## config.mk

```make
export PLATFORM = sky130hd
export DESIGN_NAME = bsg_manycore_endpoint_out_sched
export DESIGN_NICKNAME = d
export VERILOG_FILES = /design/src/rtl/bsg_manycore_endpoint_out_sched.sv
export SDC_FILE = /design/constraint.sdc
export NUM_CORES = 1
export LEC_CHECK = 0
export CAP_MARGIN = 20
export CORE_ASPECT_RATIO = 1.5
export CORE_MARGIN = 3
export CORE_UTILIZATION = 27
export CTS_CLUSTER_SIZE = 16
export DETAILED_ROUTE_END_ITERATION = 12
export HOLD_SLACK_MARGIN = 0.02
export MAX_ROUTING_LAYER = met4
export PLACE_DENSITY = 0.89
export SLEW_MARGIN = 0
export SYNTH_ARGS = -nofsm -noshare
export SYNTH_HDL_FRONTEND = slang
export SYNTH_SLANG_ARGS = --single-unit
export TNS_END_PERCENT = 100
```

## constraint.sdc

```tcl
create_clock -name clk_i -period 2.1 [get_ports clk_i]
set_input_delay 0.315 -clock clk_i [delete_from_list [all_inputs] [get_ports clk_i]]
set_output_delay 0.315 -clock clk_i [all_outputs]
set_load 0.01 [all_outputs]
```

## src/rtl/bsg_manycore_endpoint_out_sched.sv

```systemverilog
// Round-robin scheduler sharing one endpoint forward-packet port among num_req_p requesters, credit-limited, with fence/drain.
// Latency: zero-cycle grant (req_v_i -> out_v_o/req_yumi_o combinational); credit count and fence state are registered.
// Backpressure: out_ready_i low holds the grant; zero credits or an active drain block issue; requesters hold data until yumi.
module bsg_manycore_endpoint_out_sched #(
    parameter int num_req_p         = 4,
    parameter int packet_width_p    = 32,
    parameter int max_out_credits_p = 16,
    localparam int credit_width_lp  = $clog2(max_out_credits_p + 1),
    localparam int lg_req_lp        = (num_req_p > 1) ? $clog2(num_req_p) : 1
) (
    input  logic                                clk_i,
    input  logic                                reset_n_i,
    input  logic [num_req_p-1:0]                req_v_i,
    input  logic [num_req_p*packet_width_p-1:0] req_data_i,
    output logic [num_req_p-1:0]                req_yumi_o,
    output logic [packet_width_p-1:0]           out_packet_o,
    output logic                                out_v_o,
    input  logic                                out_ready_i,
    input  logic                                credit_v_i,
    input  logic                                fence_v_i,
    output logic                                fence_ready_o,
    output logic                                fence_done_o,
    output logic [credit_width_lp-1:0]          out_credits_o,
    output logic                                credit_overflow_o
);

    typedef enum logic {RUN, DRAIN} state_e;

    localparam logic [credit_width_lp-1:0] max_credits_lp = credit_width_lp'(max_out_credits_p);

    state_e                     state_r;
    logic [credit_width_lp-1:0] credit_cnt_r;
    logic [credit_width_lp-1:0] credit_n;
    logic [lg_req_lp-1:0]       last_r;
    logic [lg_req_lp-1:0]       grant_idx;
    logic                       grant_found;
    logic                       can_issue;
    logic                       fire;
    logic                       all_returned;

    // Search upward from the requester after the last winner, wrapping around.
    always_comb begin
        grant_found = 1'b0;
        grant_idx   = '0;
        for (int k = 0; k < num_req_p; k++) begin
            if (!grant_found && req_v_i[(int'(last_r) + 1 + k) % num_req_p]) begin
                grant_found = 1'b1;
                grant_idx   = lg_req_lp'((int'(last_r) + 1 + k) % num_req_p);
            end
        end
    end

    assign all_returned = (credit_cnt_r == max_credits_lp);
    assign can_issue    = reset_n_i && (state_r == RUN) && (credit_cnt_r != '0);
    assign out_v_o      = can_issue && grant_found;
    assign fire         = out_v_o && out_ready_i;
    assign out_packet_o = req_data_i[grant_idx*packet_width_p +: packet_width_p];

    always_comb begin
        req_yumi_o = '0;
        if (fire) begin
            req_yumi_o[grant_idx] = 1'b1;
        end
    end

    assign fence_ready_o     = reset_n_i && (state_r == RUN);
    assign fence_done_o      = reset_n_i && (state_r == DRAIN) && all_returned;
    assign out_credits_o     = credit_cnt_r;

    // A credit returned with nothing outstanding is dropped so the count saturates at max.
    always_comb begin
        credit_n = credit_cnt_r;
        if (fire) begin
            credit_n = credit_n - credit_width_lp'(1);
        end
        if (credit_v_i && !all_returned) begin
            credit_n = credit_n + credit_width_lp'(1);
        end
    end

    always_ff @(posedge clk_i) begin
        if (!reset_n_i) begin
            state_r           <= RUN;
            credit_cnt_r      <= max_credits_lp;
            last_r            <= lg_req_lp'(num_req_p - 1);
            credit_overflow_o <= 1'b0;
        end else begin
            credit_cnt_r <= credit_n;
            if (fire) begin
                last_r <= grant_idx;
            end
            if (credit_v_i && all_returned) begin
                credit_overflow_o <= 1'b1;
            end
            case (state_r)
                RUN:     if (fence_v_i) state_r <= DRAIN;
                DRAIN:   if (all_returned) state_r <= RUN;
                default: state_r <= RUN;
            endcase
        end
    end

endmodule

```

# Word level (Yosys, flattened, before mapping)
# Cells that the tools add are included.
# op_classes
bitwise,5
shifts,1
reduce_logical,21
n_eq_ne,1
n_lt_le_gt_ge,6
add_sub_neg,6
mux,28
# op_table
op,n
$shiftx 128x8->32,1
$lt 3x4->1 const B,4
$mux 1,15
$logic_and 1x1->1,12
$mux 5,2
$bmux 1 s2,4
$mux 2,4
$reduce_or 2->1,4
$add 5x1->5 const B,1
$eq 5x5->1 const B,1
$reduce_bool 5->1,1
$sub 5x1->5 const B,1
$add 2x1->2 const B,2
$add 2x2->2 const B,2
$and 1x1->1 const A,4
$logic_not 1->1,4
$mux 4,1
$lt 2x3->1 const B,1
$demux 1 s2,1
$ge 2x1->1 const B,1
$pmux 1 s2,1
$not 1->1,1
# word_totals
wordCells,72
in_bits,137
output_inout_bits,45
register_bits,9

# Logic depth before layout (Yosys ltp)
# Gate-level depths: netlist (run 1).
# depth
word_depth,21
depth_mapped,8
ltp_nobuf,7

# Least setup slack after synthesis (run 1)
# OpenSTA, ideal clock, no wires.
# synth_path
path_type,register -> register
startpoint,"reg credit_cnt_r[0], in the netlist out_credits_o[0]"
endpoint,"reg credit_cnt_r[3], in the netlist out_credits_o[3]"
t_required_ns,1.977
setup_time_ns,0.123
slack_ns,-0.076
path_stages_with_launch,8
period_less_slack_ns,2.176
arrival_ns,2.053
cell_sequence,dfxtp_1 -> inv_1 -> ha_1 -> nor4b_1 -> or4_1 -> a221oi_4 -> o21ai_2 -> nor3b_2
# synth_between
elab_chain_cells,7
elab_cells_between_ends,11
classes_between,2 x add/sub; 1 x eq/ne; 2 x mux; 6 x reduce/logical
# synth_lines
element,line_no,source
"start, declared",32,logic [credit_width_lp-1:0] credit_cnt_r;
"start signal, assigned",84,credit_cnt_r <= max_credits_lp;
"start signal, assigned",88,credit_cnt_r <= credit_n;
"parallel branches: the longest is 6 deep, another holds $sub 5x1->5",--,
$mux 5 (*),76,if (credit_v_i && !all_returned) begin
# Every way passes the cells marked *.
# A chain may end at the register's enable or synchronous reset.

# Final worst setup path (run 1)
# layout_path
startpoint,reg last_r[0]
endpoint,out out_packet_o[6]
# layout_between
elab_chain_cells,15
elab_cells_between_ends,30
classes_between,4 x add/sub; 1 x shift; 19 x mux; 6 x reduce/logical
# layout_lines
element,line_no,source
"start, declared",34,logic [lg_req_lp-1:0] last_r;
"start signal, assigned",85,last_r <= lg_req_lp'(num_req_p - 1);
"start signal, assigned",90,last_r <= grant_idx;
$add 2x1->2 (*),"46, 48",
"parallel branches: the longest is 12 deep, another holds $add 2x1->2",--,
$mux 2 (*),46,if (!grant_found && req_v_i[(int'(last_r) + 1 + k) % num_req_p]) begin
$shiftx 128x8->32 (*),57,assign out_packet_o = req_data_i[grant_idx*packet_width_p +: packet_width_p];
"end, declared",16,"output logic [packet_width_p-1:0] out_packet_o,"
# Every way passes the cells marked *. The select of a mux whose other input is x is not followed.

==> out/qor.yml, run 1 <==
status:
  status: "complete, but fails checks"
  violations: "negative setup slack"
synth:
  synth.cell_area_sq_um: 1770
  synth_most_common_cell: "mux2i_1"
  synth_nets: 333
  ys.flop_type: "dfxtp_1"
  post-synth-top-area-fraction_pct: 55.6
  synth_edf_count: 0
  synth_commonest_cells: "mux2i_1, buf_2, dfxtp_1"
  yosys_warnings: 0
  ys_seq_elements: 9
  synth.top_cells.by_area: "mux2i_1, dfxtp_1, buf_2, nor2_1, a221oi_4"
  avgSynthCellArea_sq_um: 9.10
  async_reset_ff_share_pct: 0
  yosysTopAreaCell: "mux2i_1"
  yosysSeqAreaShare_pct: 10.2
  synthCells: 194
  synth_cell_types: 46
sta:
  finalSetupViolCount: 34
  clock_skew_ns: 0.00398
  setup_ws_ns: -0.236
  relSlewSlack_pct: 62.6
  rsz0062_at_grt: "yes"
  post-route-min-period_ns: 2.34
  drv_slew: 0
  hold_viol_final: 0
  tns_ns: -4.10
  hold_ws_ns: 0.482
  finalCritPeriodShare_pct: 111
  fmax_ghz: 0.428
  worst_slew_pin_slew_ns: 0.556
power:
  totalPowerFinal_uw: 2420
  p_switching_uw: 925
  ir_worst_vdd_v: 0.000263
  swShare_pct: 38.2
  pwr-share-comb_pct: 81.2
  cellLeakagePower_uw: 0.00201
  powerDensity_nw_per_um2: 586
  seqPwrFrac_pct: 10.3
  internal_power_uw: 1500
  clockPowerShare_pct: 8.5
clocking:
  numCtsBuffers: 3
  clock_latency_ns: 0.24
  ctsHoldBuffers: 0
  htree_levels: 1
  path_clk_slew_ns: 0.05
  clock_path_buffers: 2
  clock_sinks: 9
  cts_tree: "done"
  cts_root_buf: "clkbuf_8"
detailed_routing:
  wl_met1_um: 2850
  avgViaCountPerCell: 5.09
  wirelength_um: 8680
  top_layer: "met4"
  wl_per_cell_um: 17.9
  drt_iter0_drc: 119
  wl_met2_um: 5150
  vias: 2473
  met3_length_um: 487
  ant_nets: 0
  dr.pass1.iters: 4
  post-route-drc-count: 0
finish:
  fill_cells: 522
  stdcell_area_sq_um: 4130
  nets: 552
  area_growth_syn_to_layout_pct: 134
  num_antenna_cells: 0
  drive_above_1_share_pct: 28.9
min_path:
  hold_class: "flip-flop to flip-flop"
  min_to: "credit_overflow_o"
  min_from: "credit_overflow_o"
  holdPathStages: 2
floorplan:
  initial_core_util_pct: 28.2
  fp.dieW_um: 72.0
  io_pins: 182
  core_area_sq_um: 6260
  die_height_um: 105
  rows: 35
  die_area_sq_um: 7570
global_route:
  grt_pass1_wl_um: 13100
  grt_overflow_total: 0
  grt_max_degree: 23
  antenna_found_initial: 0
  track_usage_pct: 22.5
  first_global_vias: 2674
placement:
  preCtsSetupSlack_ns: -1.01
  place_hpwl_um: 6910
  gp_congestion: 0.954
  place_area_sq_um: 3930
  io_buffers: 181
critical_path:
  crit_arrival_ns: 2.02
  path_buf_inv: 3
  critPathLaunchType: "flip-flop"
  slowest_stage: "a221o_4"
  reg2reg_depth: 8
  cp_max_fo: 4
  cp-end-kind: "output pin"
  slowest_delay_ns: 0.48
  timing.rr.start: "out_credits_o[1]"
  cp_top_family: "compound AO/OA/AOI/OAI gates"
  worst-setup-path-type: "flip-flop to output pin"
  r2r-end: "out_credits_o[3]"
  worstPathCellList: "o21ai_2, o21ai_2, a221o_4, buf_16, buf_12, mux2i_2, mux2i_2, buf_2"
  cp.required_ns: 1.78
  r2r_slack_ns: 0
flow_run:
  maxCapViolCount: 0
==> routing by layer <==
layer,global-route usage (%),vias up
li1,-,1175
met1,20.7,1155
met2,46.1,124
met4,5.11,0
met5,-,-
met3,3.56,19
==> registers in the layout, indices dropped and copies added, names as in the netlist <==
register / count
last_r: 2
credit_overflow_o: 1
out_credits_o: 5
state_r: 1
==> area by class of cell <==
class | instances | area, sq um | share of cell area, %
Inverter | 7 | 26.3 | 0.636
Clock buffer | 4 | 45.0 | 1.09
Multi-Input combinational cell | 165 | 1600 | 38.8
Sequential cell | 9 | 184 | 4.45
Tap cell | 74 | 92.6 | 2.24
Timing Repair Buffer | 227 | 2180 | 52.8
==> tightest hold or removal path: cells and delay by family, from the launching register on <==
family	cells	cell delay (ns)
compound gates	1	0.04
flops	1	0.33
simple gates	1	0.07
==> worst max-delay path by stage <==
| stage | from | end | slack, ns | cells past startpoint |
|---|---|---|---|---|
| 2_1_floorplan | out_credits_o[1] | out_credits_o[3] | 0.02 | 7 |
| 4_1_cts | last_r[0] | out_packet_o[6] | -0.22 | 8 |
| 6_report | last_r[0] | out_packet_o[6] | -0.24 | 8 |
| 5_1_grt | last_r[0] | out_packet_o[16] | -0.27 | 9 |
| 3_5_place_dp | req_v_i[1] | out_packet_o[6] | -1.01 | 8 |
| 3_3_place_gp | req_v_i[1] | out_packet_o[29] | -0.93 | 8 |
==> power by group through the flow <==
stage	logic (uW)	registers, uW	clock network [uW]
CTS	1930	249	208
global placement	1760	243	0
global route	2100	256	221
detailed placement	1790	247	0
finish	1970	250	205
floorplan	826	287	0
==> timing repair <==
item                                    CTS  global route
endpoints found under the hold margin     0             0
endpoints found under the setup margin   43            41
setup buffers                             4             3
cloned                                    7             0
resized for setup                       198            14
pin swaps                                 4             3
==> cell usage in the layout, fill, tap and decap left out, types with 2 or more instances in the layout <==
cell | synthesis | routed
and2_1 | 3 | 3
clkbuf_8 | 0 | 3
inv_1 | 7 | 5
buf_4 | 1 | 29
and3b_1 | 2 | 2
nand2_1 | 4 | 4
mux2i_2 | 0 | 7
clkdlybuf4s50_1 | 0 | 140
xnor2_1 | 2 | 2
dfxtp_2 | 0 | 3
nand4b_1 | 2 | 2
dfxtp_1 | 9 | 6
buf_2 | 10 | 39
mux2i_1 | 98 | 90
nor3_1 | 5 | 4
o21ai_2 | 1 | 3
nor3b_2 | 1 | 2
inv_2 | 0 | 2
and3_1 | 2 | 2
buf_16 | 0 | 5
nor2_1 | 8 | 8
buf_6 | 0 | 3
nor2b_1 | 3 | 2
nand4_1 | 2 | 2
buf_12 | 0 | 8
==> logic make-up after synthesis <==
| logic type | synth area share (%) |
|---|---|
| compound gates | 8.93 |
| xor+xnor | 1.49 |
| fa+ha+maj | 1.42 |
| buf+inv | 5.17 |
| flops | 10.2 |
| mux | 56.8 |
| simple gates | 15.9 |
==> metrics by stage <==
| step | util [%] | std cells |
|---|---|---|
| after global placement | 62.7 | 470 |
| after detailed placement | 62.7 | 470 |
| after global routing | 66.0 | 486 |
| after floorplan | - | 194 |
| after CTS | 65.6 | 485 |
| final | 66.0 | 486 |
Power figures use the tool's default switching activity.
==> run 2, diff against run 1 <==
CORE_ASPECT_RATIO = 1.1   (was 1.5)
GPL_ROUTABILITY_DRIVEN = 0   (was unset)
SKIP_LAST_GASP = 1   (was unset)
==> run 2 against run 1 <==
Effect of this change: via count increased by 1.5%; combinational power grew 2%; hold slack improved by 0.0044 ns; clock power hardly changed; critical path depth grew 1; first-iteration DRC count decreased by 59%; the flow still finishes with violations (negative setup slack); die area fell by 0.25%; count of clock-buffer cells in the layout unchanged; fmax increased by 2.6%; design area grew 3.5%; cell count increased by 3.1%; sequential power is essentially flat.
==> out/qor.yml, run 2 (synthesis gave the netlist of run 1 again) <==
sta:
  post-route-min-period_ns: 2.28
  finalSetupViolCount: 30
  rsz0062_at_grt: "yes"
  hold_viol_final: 0
  fmax_ghz: 0.439
  worst_slew_pin_slew_ns: 0.472
  clock_skew_ns: 0.000750
  drv_slew: 0
  setup_ws_ns: -0.177
  relSlewSlack_pct: 68.2
  finalCritPeriodShare_pct: 108
  hold_ws_ns: 0.486
floorplan:
  die_height_um: 90.8
  die_area_sq_um: 7550
  core_area_sq_um: 6270
  initial_core_util_pct: 28.2
  rows: 30
  io_pins: 182
  fp.dieW_um: 83.1
finish:
  final-seq-area_sq_um: 185
  nets: 561
  fin_util_pct: 68.2
  fill_cells: 487
  multi_input_area_sq_um: 1630
  largest_reg_flops: 5
  area_growth_syn_to_layout_pct: 142
  drive_above_1_share_pct: 30.2
  final_common_cell: "clkdlybuf4s50_1"
  num_antenna_cells: 0
  layout_common_cells: "clkdlybuf4s50_1, mux2i_1, buf_2"
detailed_routing:
  vias: 2511
  drt_iter0_drc: 49
  avgViaCountPerCell: 5.01
  wl_per_cell_um: 18.6
  ant_nets: 0
  post-route-drc-count: 0
  dr.pass1.iters: 4
  wirelength_um: 9300
flow_run:
  maxCapViolCount: 0
critical_path:
  cp-end-kind: "output pin"
  worst-setup-path-type: "input pin to output pin"
  critPathLaunchType: "input pin"
  cp.required_ns: 1.78
  cp_max_fo: 6
  crit_arrival_ns: 1.96
  worstSetupStartpoint: "req_v_i[3]"
  timing.rr.start: "out_credits_o[1]"
clocking:
  clock_latency_ns: 0.23
  numCtsBuffers: 3
  cts_root_buf: "clkbuf_8"
  path_clk_slew_ns: 0.05
  cts_tree: "done"
  clock_path_buffers: 2
  clock_sinks: 9
  htree_levels: 1
power:
  cellLeakagePower_uw: 0.00210
  powerDensity_nw_per_um2: 576
  swShare_pct: 38.4
  ir_worst_vdd_v: 0.000392
  pwr-share-comb_pct: 81.5
  seqPwrFrac_pct: 10.2
  internal_power_uw: 1520
  p_switching_uw: 945
  clockPowerShare_pct: 8.3
global_route:
  first_global_vias: 2740
  grt_max_degree: 20
  grt_overflow_total: 0
  track_usage_pct: 23.4
  grt_pass1_wl_um: 13800
  antenna_found_initial: 0
placement:
  place_hpwl_um: 7060
  io_buffers: 181
min_path:
  hold_class: "flip-flop to flip-flop"
  min_from: "credit_overflow_o"
status:
  violations: "negative setup slack"
  status: "complete, but fails checks"
==> run 2: cell types whose count changed in the layout (fill, tap and decap cells not counted), sizes merged <==
cell           change
clkdlybuf4s50      -2
dlygate4sd2        +2
clkbuf             +3
buf                +5
dlymetal6s2s       +1
==> run 2: critical path, cell delays in order <==
cell and delay (ns):
dlygate4sd2_1 0.27, buf_6 0.14, nor2_1 0.05, a221o_4 0.40, buf_6 0.14, buf_6 0.12, mux2i_1 0.11, mux2i_1 0.22
buf_2 0.18
==> run 2: layout make-up <==
type	instances	area share, %
inverter	7	0.614
timing repair buffer	236	53.6
clock buffer	4	1.05
sequential	9	4.33
multi-input combinational	165	38.1
tap	80	2.34
==> run 2: worst paths after layout <==
path                       end  slack, ns  depth (start not counted)
max           out_packet_o[22]      -0.18                          9
min reg2reg  credit_overflow_o       0.49                          2
min          credit_overflow_o       0.49                          2
max reg2reg   out_credits_o[3]       0.02                          8
==> run 2: per-layer routing <==
| metal | GRT usage, % | vias up | wire (um) |
|---|---|---|---|
| met3 | 3.28 | 18 | 411 |
| met1 | 27.0 | 1189 | 3780 |
| met5 | - | - | 0 |
| li1 | - | 1198 | - |
| met2 | 41.7 | 106 | 4880 |
| met4 | 6.95 | 0 | 228 |
==> run 2: metrics by stage <==
step / std cells / power, uW / setup WS [ns] / instance area [sq um] / setup TNS, ns
final: 501 / 2460 / -0.177 / 4280 / -2.84
after global routing: 501 / 2630 / -0.247 / 4280 / -6.26
after CTS: 497 / 2410 / -0.252 / 4210 / -4.50
after detailed placement: 477 / 2060 / -0.828 / 3960 / -30.15
after global placement: 477 / 2010 / -0.811 / 3960 / -28.56
after floorplan: 194 / 1110 / 0.0173 / 1770 / 0
==> run 2: repair_timing <==
item,4_1_cts,5_1_grt
setup endpoints to repair,43,41
resized for setup,177,37
gates cloned,7,3
hold buffers,0,0
setup buffers,9,5
pin swaps,4,8
==> run 2: power groups by stage <==
stage | logic, uW | clock network [uW] | registers (uW)
final | 2010 | 204 | 251
after global routing | 2150 | 220 | 257
after CTS | 1950 | 210 | 245
after detailed placement | 1810 | 0 | 247
after global placement | 1770 | 0 | 244
after floorplan | 826 | 0 | 287
